### src/rtl/tea_pkg.sv
// tea_pkg: shared TEA definitions.
//   TEA_ROUNDS / TEA_DELTA : cycles per block and key-schedule constant.
//   tea_state_e            : control FSM states for the iterative engine.
//   tea_key_t + key_k0..k3 : 128-bit key {k3,k2,k1,k0} and its word slices.
package tea_pkg;

    localparam int          TEA_ROUNDS = 32;
    localparam logic [31:0] TEA_DELTA  = 32'h9E3779B9;

    typedef enum logic [1:0] {
        IDLE = 2'd0,
        RUN  = 2'd1,
        DONE = 2'd2
    } tea_state_e;

    typedef logic [127:0] tea_key_t;

    function automatic logic [31:0] key_k0(input tea_key_t k);
        return k[31:0];
    endfunction

    function automatic logic [31:0] key_k1(input tea_key_t k);
        return k[63:32];
    endfunction

    function automatic logic [31:0] key_k2(input tea_key_t k);
        return k[95:64];
    endfunction

    function automatic logic [31:0] key_k3(input tea_key_t k);
        return k[127:96];
    endfunction

endpackage

### src/rtl/tea_round.sv
// tea_round: one combinational TEA cycle (both halves).
//   v0_i, v1_i : current halves      sum_i : running key-schedule sum
//   k0_i..k3_i : key words           v0_o, v1_o : halves after this cycle
// All arithmetic is modulo 2^32 with logical shifts.
module tea_round (
    input  logic [31:0] v0_i,
    input  logic [31:0] v1_i,
    input  logic [31:0] sum_i,
    input  logic [31:0] k0_i,
    input  logic [31:0] k1_i,
    input  logic [31:0] k2_i,
    input  logic [31:0] k3_i,
    output logic [31:0] v0_o,
    output logic [31:0] v1_o
);

    // The second half uses the already-updated first half.
    always_comb begin
        v0_o = v0_i + (((v1_i << 4) + k0_i) ^ (v1_i + sum_i) ^ ((v1_i >> 5) + k1_i));
        v1_o = v1_i + (((v0_o << 4) + k2_i) ^ (v0_o + sum_i) ^ ((v0_o >> 5) + k3_i));
    end

endmodule

### src/rtl/tea_arb_ctrl.sv
// tea_arb_ctrl: iterative TEA encryptor shared by two requesters.
//   clk, nrst                 : clock, async active-low reset
//   reqN_valid/ready          : request handshake for requester N (0/1)
//   reqN_v0, reqN_v1, reqN_key: plaintext halves and key {k3,k2,k1,k0}
//   rsp_valid/ready           : response handshake
//   rsp_id                    : requester owning the result
//   rsp_v0, rsp_v1            : ciphertext halves
//   busy                      : block in flight or waiting to be taken
// A round-robin arbiter picks a requester in IDLE; the block then runs one
// TEA cycle per clock for ROUNDS clocks and is held in DONE until taken.
module tea_arb_ctrl
    import tea_pkg::*;
#(
    parameter int          ROUNDS = TEA_ROUNDS,
    parameter logic [31:0] DELTA  = TEA_DELTA
) (
    input  logic          clk,
    input  logic          nrst,
    input  logic          req0_valid,
    output logic          req0_ready,
    input  logic [31:0]   req0_v0,
    input  logic [31:0]   req0_v1,
    input  logic [127:0]  req0_key,
    input  logic          req1_valid,
    output logic          req1_ready,
    input  logic [31:0]   req1_v0,
    input  logic [31:0]   req1_v1,
    input  logic [127:0]  req1_key,
    output logic          rsp_valid,
    input  logic          rsp_ready,
    output logic          rsp_id,
    output logic [31:0]   rsp_v0,
    output logic [31:0]   rsp_v1,
    output logic          busy
);

    localparam int CW = (ROUNDS > 1) ? $clog2(ROUNDS) : 1;

    tea_state_e    state_q, state_d;
    logic [31:0]   v0_q, v0_d, v1_q, v1_d, sum_q, sum_d;
    tea_key_t      key_q, key_d;
    logic [CW-1:0] cnt_q, cnt_d;
    logic          id_q, id_d;
    logic          last_q, last_d;
    logic          sel0, sel1, accept;
    logic [31:0]   rnd_v0, rnd_v1;

    // Round-robin: on a tie the port that did not win last time goes next.
    assign sel0 = req0_valid & (~req1_valid | last_q);
    assign sel1 = req1_valid & (~req0_valid | ~last_q);

    assign req0_ready = (state_q == IDLE) & sel0;
    assign req1_ready = (state_q == IDLE) & sel1;
    assign accept     = req0_ready | req1_ready;

    tea_round u_round (
        .v0_i  (v0_q),
        .v1_i  (v1_q),
        .sum_i (sum_q),
        .k0_i  (key_k0(key_q)),
        .k1_i  (key_k1(key_q)),
        .k2_i  (key_k2(key_q)),
        .k3_i  (key_k3(key_q)),
        .v0_o  (rnd_v0),
        .v1_o  (rnd_v1)
    );

    always_comb begin
        state_d = state_q;
        v0_d    = v0_q;
        v1_d    = v1_q;
        sum_d   = sum_q;
        key_d   = key_q;
        cnt_d   = cnt_q;
        id_d    = id_q;
        last_d  = last_q;
        case (state_q)
            IDLE: begin
                if (accept) begin
                    v0_d    = req1_ready ? req1_v0  : req0_v0;
                    v1_d    = req1_ready ? req1_v1  : req0_v1;
                    key_d   = req1_ready ? req1_key : req0_key;
                    sum_d   = DELTA;
                    cnt_d   = '0;
                    id_d    = req1_ready;
                    last_d  = req1_ready;
                    state_d = RUN;
                end
            end
            RUN: begin
                v0_d  = rnd_v0;
                v1_d  = rnd_v1;
                sum_d = sum_q + DELTA;
                cnt_d = cnt_q + CW'(1);
                if (cnt_q == CW'(ROUNDS - 1)) state_d = DONE;
            end
            DONE: begin
                if (rsp_ready) state_d = IDLE;
            end
            default: state_d = IDLE;
        endcase
    end

    always_ff @(posedge clk or negedge nrst) begin
        if (!nrst) begin
            state_q <= IDLE;
            v0_q    <= '0;
            v1_q    <= '0;
            sum_q   <= '0;
            key_q   <= '0;
            cnt_q   <= '0;
            id_q    <= 1'b0;
            last_q  <= 1'b1;   // port 0 wins the first tie
        end else begin
            state_q <= state_d;
            v0_q    <= v0_d;
            v1_q    <= v1_d;
            sum_q   <= sum_d;
            key_q   <= key_d;
            cnt_q   <= cnt_d;
            id_q    <= id_d;
            last_q  <= last_d;
        end
    end

    // Response comes straight from the working registers, which are frozen in DONE.
    assign rsp_valid = (state_q == DONE);
    assign rsp_id    = id_q;
    assign rsp_v0    = v0_q;
    assign rsp_v1    = v1_q;
    assign busy      = (state_q != IDLE);

endmodule

### config.mk
export PLATFORM = sky130hd
export DESIGN_NAME = tea_arb_ctrl
export DESIGN_NICKNAME = d
export VERILOG_FILES = /design/src/rtl/tea_pkg.sv /design/src/rtl/tea_round.sv /design/src/rtl/tea_arb_ctrl.sv
export SDC_FILE = /design/constraint.sdc
export NUM_CORES = 1
export LEC_CHECK = 0
export ABC_AREA = 0
export BUFFER_PORTS_ARGS = -buffer_cell sky130_fd_sc_hd__buf_2
export CAP_MARGIN = 40
export CORE_ASPECT_RATIO = 0.6
export CORE_MARGIN = 4
export CORE_UTILIZATION = 55
export CTS_CLUSTER_DIAMETER = 120
export CTS_CLUSTER_SIZE = 25
export DETAILED_ROUTE_END_ITERATION = 8
export GPL_ROUTABILITY_DRIVEN = 0
export GPL_TIMING_DRIVEN = 0
export PLACE_DENSITY = 0.85
export SYNTH_ARGS = -nofsm -noshare
export SYNTH_HDL_FRONTEND = slang
export SYNTH_SLANG_ARGS = --single-unit
### constraint.sdc
create_clock -name clk -period 27.9 [get_ports clk]
set_input_delay 4.185 -clock clk [delete_from_list [all_inputs] [get_ports clk]]
set_output_delay 4.185 -clock clk [all_outputs]
set_load 0.02 [all_outputs]
==> results of run 1 <==
cell usage in the layout (no fill, tap or decap), types with 69 or more instances in the layout:
master | synthesis | layout
a21o_1 | 91 | 91
a21oi_1 | 240 | 240
a31oi_1 | 147 | 147
buf_2 | 1 | 457
clkbuf_1 | 92 | 95
dfrtp_1 | 232 | 232
ha_1 | 248 | 248
inv_1 | 69 | 69
nand2_1 | 460 | 460
nand3_1 | 102 | 102
nor2_1 | 255 | 255
o21ai_0 | 120 | 120
xnor2_1 | 284 | 284
kinds of logic (layout without fill, tap and decap cells):
group           Yosys count  count (layout)  share of synthesized area, %
simple gates           1016            1016                          19.4
other cells               0               3                             0
buf+inv                 181             666                          3.00
mux                       7               7                         0.311
flops                   233             233                          25.4
compound gates          838             838                          23.7
fa+ha+maj               256             256                          14.2
xor+xnor                355             355                          14.0
path summary, 6_finish.rpt:
path	endpoint	start
worst max-delay path	rsp_v1[31]$_DFFE_PN0P_	rsp_v1[5]$_DFFE_PN0P_
worst min-delay path	rsp_v0[2]$_DFFE_PN0P_	rsp_v0[2]$_DFFE_PN0P_
worst max register to register	rsp_v1[31]$_DFFE_PN0P_	rsp_v1[5]$_DFFE_PN0P_
worst min register to register	rsp_v0[2]$_DFFE_PN0P_	rsp_v0[2]$_DFFE_PN0P_
max in group asynchronous	last_q$_DFFE_PN1P_	nrst
min in group asynchronous	key_q[33]$_DFFE_PN0P_	nrst
metal layers:
| layer | vias to the layer above | wire length [um] | track usage, % |
|---|---|---|---|
| met5 | - | 0 | 0 |
| met4 | 0 | 4940 | 17.3 |
| met3 | 274 | 13200 | 12.9 |
| met2 | 1672 | 34800 | 52.0 |
| met1 | 11100 | 35600 | 51.1 |
| li1 | 11300 | - | - |
layout make-up:
| cell class | count | area (sq um) | share of cell area, % |
|---|---|---|---|
| repair buffers | 468 | 2470 | 9.32 |
| clock buffers | 16 | 337 | 1.27 |
| well taps | 560 | 701 | 2.64 |
| plain buffers | 111 | 425 | 1.61 |
| diodes | 3 | 7.51 | 0.0283 |
| flip-flops and latches | 233 | 5830 | 22.0 |
| clock inverters | 1 | 20.0 | 0.0756 |
| multi-input cells | 2472 | 16400 | 62.1 |
| inverters | 70 | 263 | 0.992 |
metrics by stage:
| stage | setup WS [ns] | std cells |
|---|---|---|
| after floorplan | 18.18 | 2886 |
| after global placement | 16.24 | 3903 |
| after detailed placement | 16.67 | 3914 |
| after CTS | 16.61 | 3931 |
| after global routing | 15.68 | 3934 |
| final | 15.99 | 3934 |
Yosys cell counts, types with 4 or more instances:
cell	number	area, sq um
a211o_1	8	70.1
a221o_1	33	330
a31oi_1	147	920
fa_1	8	160
a21oi_1	240	1200
inv_1	69	259
nand4_1	18	113
dfrtp_1	232	5810
or2_2	11	68.8
nand3b_1	5	37.5
buf_1	17	63.8
clkbuf_1	92	345
a22o_1	5	43.8
nor2b_1	25	156
nor4_1	5	31.3
o21ai_1	5	25.0
and2_1	11	68.8
o211ai_1	32	240
nor3_1	51	255
o21a_1	29	218
a21o_1	91	683
a21boi_0	10	75.1
nand2_1	460	1730
mux2i_1	6	60.1
and3_1	14	87.6
a31o_2	4	35.0
a211oi_2	4	50.1
xnor2_1	284	2490
nor2_1	255	957
or3_1	13	81.3
ha_1	248	3100
xor2_1	63	552
o311ai_0	5	43.8
o2111ai_1	5	43.8
a211oi_1	20	150
o41ai_1	4	35.0
nand3_1	102	510
o21bai_1	24	180
nand2b_1	23	144
xnor3_1	4	90.1
o31ai_1	17	128
o21ai_0	120	601
and4_1	4	35.0
a41oi_1	4	35.0
critical path: cells and delay by family (launching register included):
kind	cells	cell delay, ns
xor+xnor	7	2.27
flops	1	0.54
fa+ha+maj	5	1.86
simple gates	9	1.70
compound gates	25	5.41
flip-flops by register name, indices dropped and copies added, names as in the netlist:
name	count
key_q	128
rsp_v0	32
rsp_v1	32
sum_q	32
cnt_q	5
state_q	2
last_q	1
rsp_id	1
==> results.toml, run 1 <==
[run_status]
outcome = "completed"

[worst_setup_path]
crit_path_start_kind = "register"
required_ns = 28.31
max_stage_delay_ns = 0.59
worstSetupPathType = "register to register"
slowest_stage = "a2111oi_0"
crit_top_cell = "o21ai_0"
reg2regPathDepth = 46
critical_path.endpoint_type = "register"
arrival_ns = 12.32
ff2ff_setup_slack_ns = 15.99
critPathMaxFanout = 6

[cells_and_area]
fillers = 3541
drive_gt1_share_pct = 15.7
final_core_util_pct = 64.8
final_area_sq_mm = 0.0265
nets = 4014
area_growth_pct = 15.4

[yosys]
syn_area_sq_mm = 0.0230
synth_seq_cells = 233
synth_edf_count = 0
synthArstFlopShare_pct = 100
synth_flop_cell = "dfrtp_1"
ys_warn_count = 0
syn-num-nets = 3531
syn_area_per_cell_sq_um = 7.96
synthCells = 2886
ys_types = 86
yosysSeqAreaShare_pct = 25.4

[timing]
clock_skew_ns = 0.0311
slew_headroom_pct = 32.4
worst_pin_slew_ns = 1.01
tns_ns = 0
fin_crit_sh_pct = 42.7
final-hold-violation-count = 0
whs_ns = 0.519
fin_crit_ns = 11.91
rsz0062_at_grt = "false"
finalMaxSlewViolations = 0
max_freq_mhz = 84.0
setup_viol = 0

[run]
maxCapViolCount = 0

[routing]
firstDrtPassIters = 8
routed_via_density = 6.20
drt_drc_violations_left = 0
wl_mm = 88.5
ant_nets = 0
num_vias = 24400
wl_per_cell_um = 22.5
dr.first_iter.drc_count = 2787

[placement]
port_buffers = 457
placed_area_sq_mm = 0.0261
hpwl_mm = 72.0

[global_route]
track_usage_pct = 37.1
antenna_found_initial = 3
first_global_vias = 22300
grt_start_max_net_pins = 94
grt.overflow.total = 0
grt_pass1_wl_mm = 130

[clocking]
cts_tree = "done"
cts_hold_buf = 0
cts_buffer_depth = 3
clkTransAtPathRegs_ns = 0.11
cts_buffers = 13
clkLatencyLatePin_ns = 0.53
postCtsSetupBuffers = 0
root_buffer = "clkbuf_16"
cts-htree-levels = 1
cts_sinks = 233
post_cts_resize_count = 0

[floorplan]
core_sq_mm = 0.0409
die_x_um = 272
die_h_um = 166
initial_core_util_pct = 56.2
rows = 57
io_pins = 458
die_area_sq_mm = 0.0452

[worst_hold_path]
hold_path.class = "register to register"
min_delay_path_depth = 2
Power of run 1 is left out: the tool's default activity adds up to more than one toggle a clock period on the data nets, which glitch-free logic cannot reach.
==> inputs of run 2 (changes only) <==
- CORE_UTILIZATION: 55 -> 52
- PLACE_DENSITY: 0.85 -> 0.84
- clock period: 27.9 -> 9.9 ns (I/O delays scaled with it)
==> run 2 against run 1 <==
Compared with the run above: via count rose by 0.61%; design area rose by 2.2%; non-clock buffer count rose by 17; critical path type unchanged.
==> results.toml, run 2 (synthesis results as in run 1) <==
[run_status]
outcome = "completed"

[worst_setup_path]
ff2ff_setup_slack_ns = 0.18
required_ns = 10.30
worstSetupPathType = "register to register"
arrival_ns = 10.12
crit_path_end = "rsp_v1[31]$_DFFE_PN0P_"
worstReg2RegEnd = "rsp_v1[31]$_DFFE_PN0P_"
max_stage_delay_ns = 0.56
critPathMaxFanout = 7
crit_path_start_kind = "register"
crit_top_cell = "a21o_1"
r2r-start = "rsp_v1[6]$_DFFE_PN0P_"
critical_path.endpoint_type = "register"
crit_start = "rsp_v1[6]$_DFFE_PN0P_"
slowest_stage = "dfrtp_1"
reg2regPathDepth = 40

[timing]
final-hold-violation-count = 0
fin_crit_ns = 9.72
finalMaxSlewViolations = 0
fin_crit_sh_pct = 98.2
clock_skew_ns = 0.0375
max_freq_mhz = 103
slew_headroom_pct = 35.4
worst_pin_slew_ns = 0.969
setup_viol = 0

[floorplan]
core_sq_mm = 0.0435
io_pins = 458
die_area_sq_mm = 0.0477
initial_core_util_pct = 52.8
rows = 59
die_x_um = 279
die_h_um = 171

[clocking]
cts_buffers = 13
clkTransAtPathRegs_ns = 0.11
cts_sinks = 233
cts_hold_buf = 0
clkLatencyLatePin_ns = 0.54
root_buffer = "clkbuf_16"
cts_tree = "done"
cts_buffer_depth = 3
cts-htree-levels = 1

[cells_and_area]
drive_gt1_share_pct = 18.1
nets = 4031
regMostFlops = "key_q"
fillers = 3786
final_area_sq_mm = 0.0271
layout.cells.most_common = "nand2_1"
largest_reg_flops = 128
final_cell_mix = "460 x nand2_1, 457 x buf_2, 263 x xnor2_1"
area_growth_pct = 18.0

[routing]
wl_per_cell_um = 22.8
dr.first_iter.drc_count = 3213
routed_via_density = 6.18
ant_nets = 0
firstDrtPassIters = 6
wl_mm = 90.6
drt_drc_violations_left = 0
num_vias = 24500

[global_route]
grt.overflow.total = 0
track_usage_pct = 36.0
grt_pass1_wl_mm = 132
grt_start_max_net_pins = 94
first_global_vias = 22300
antenna_found_initial = 1

[placement]
placed_area_sq_mm = 0.0261
hpwl_mm = 72.9
port_buffers = 457

[worst_hold_path]
hold_start = "cnt_q[3]$_DFFE_PN0P_"
hold_path.class = "register to register"

[run]
maxCapViolCount = 0
==> run 2: cell count changes in the layout (fill, tap and decap cells not counted), moves of 6 or more <==
cell / change
buf_4: +18
ha_1: -6
o21ai_0: -9
o21ai_1: +7
xnor2_1: -21
xnor2_2: +21
==> run 2: per-layer routing <==
| metal | global-route usage [%] | share of wire, % |
|---|---|---|
| met5 | 0 | 0 |
| met3 | 11.4 | 15 |
| met2 | 50.6 | 39 |
| met1 | 50.5 | 40 |
| met4 | 16.4 | 5.6 |
==> run 2: cell type report <==
| class | instances | area, sq um | share of cell area, % |
|---|---|---|---|
| well taps | 579 | 724 | 2.67 |
| repair buffers | 485 | 2590 | 9.56 |
| diodes | 1 | 2.50 | 0.00924 |
| multi-input cells | 2472 | 16900 | 62.3 |
| clock buffers | 17 | 340 | 1.26 |
| clock inverters | 2 | 28.8 | 0.106 |
| inverters | 70 | 263 | 0.970 |
| plain buffers | 111 | 425 | 1.57 |
| flip-flops and latches | 233 | 5840 | 21.6 |
==> run 2: worst max-delay path: cells and delay by family (launching register included) <==
kind                       cells  cell delay (ns)
AOI/OAI and AO/OA             24             4.71
xor gates and xnor gates       7             1.71
adders and majority gates      4             1.50
DFF                            1             0.56
and+or+nand+nor                5             1.13
==> run 2: worst min-delay path by stage <==
stage                                      end  slack, ns  cells past startpoint
after floorplan             last_q$_DFFE_PN1P_       0.44                      2
after global placement      rsp_id$_DFFE_PN0P_       0.46                      2
after detailed placement  cnt_q[3]$_DFFE_PN0P_       0.48                      1
after CTS                 cnt_q[3]$_DFFE_PN0P_       0.49                      1
after global routing      cnt_q[3]$_DFFE_PN0P_       0.50                      1
final                     cnt_q[3]$_DFFE_PN0P_       0.50                      1
==> run 2: stage by stage <==
stage / cells / setup TNS, ns / hold WS [ns] / worst slack (ns) / utilization (%)
global placement: 3922 / -4.22 / 0.457 / -1.43 / 59.7
detailed placement: 3930 / -5.63 / 0.481 / -1.63 / 60.1
finish: 3970 / 0 / 0.496 / 0.178 / 62.3
CTS: 3954 / 0 / 0.494 / 0.00634 / 61.2
global route: 3970 / -0.164 / 0.500 / -0.0913 / 62.3
floorplan: 2886 / 0 / 0.444 / 0.617 / -
==> run 2: repair_timing <==
item | in CTS | in global routing
endpoints found under the setup margin | 10 | 7
buffers inserted | 5 | 13
resized for setup | 20 | 64
pin swaps | 11 | 29
Power of run 2 is left out for the same reason.
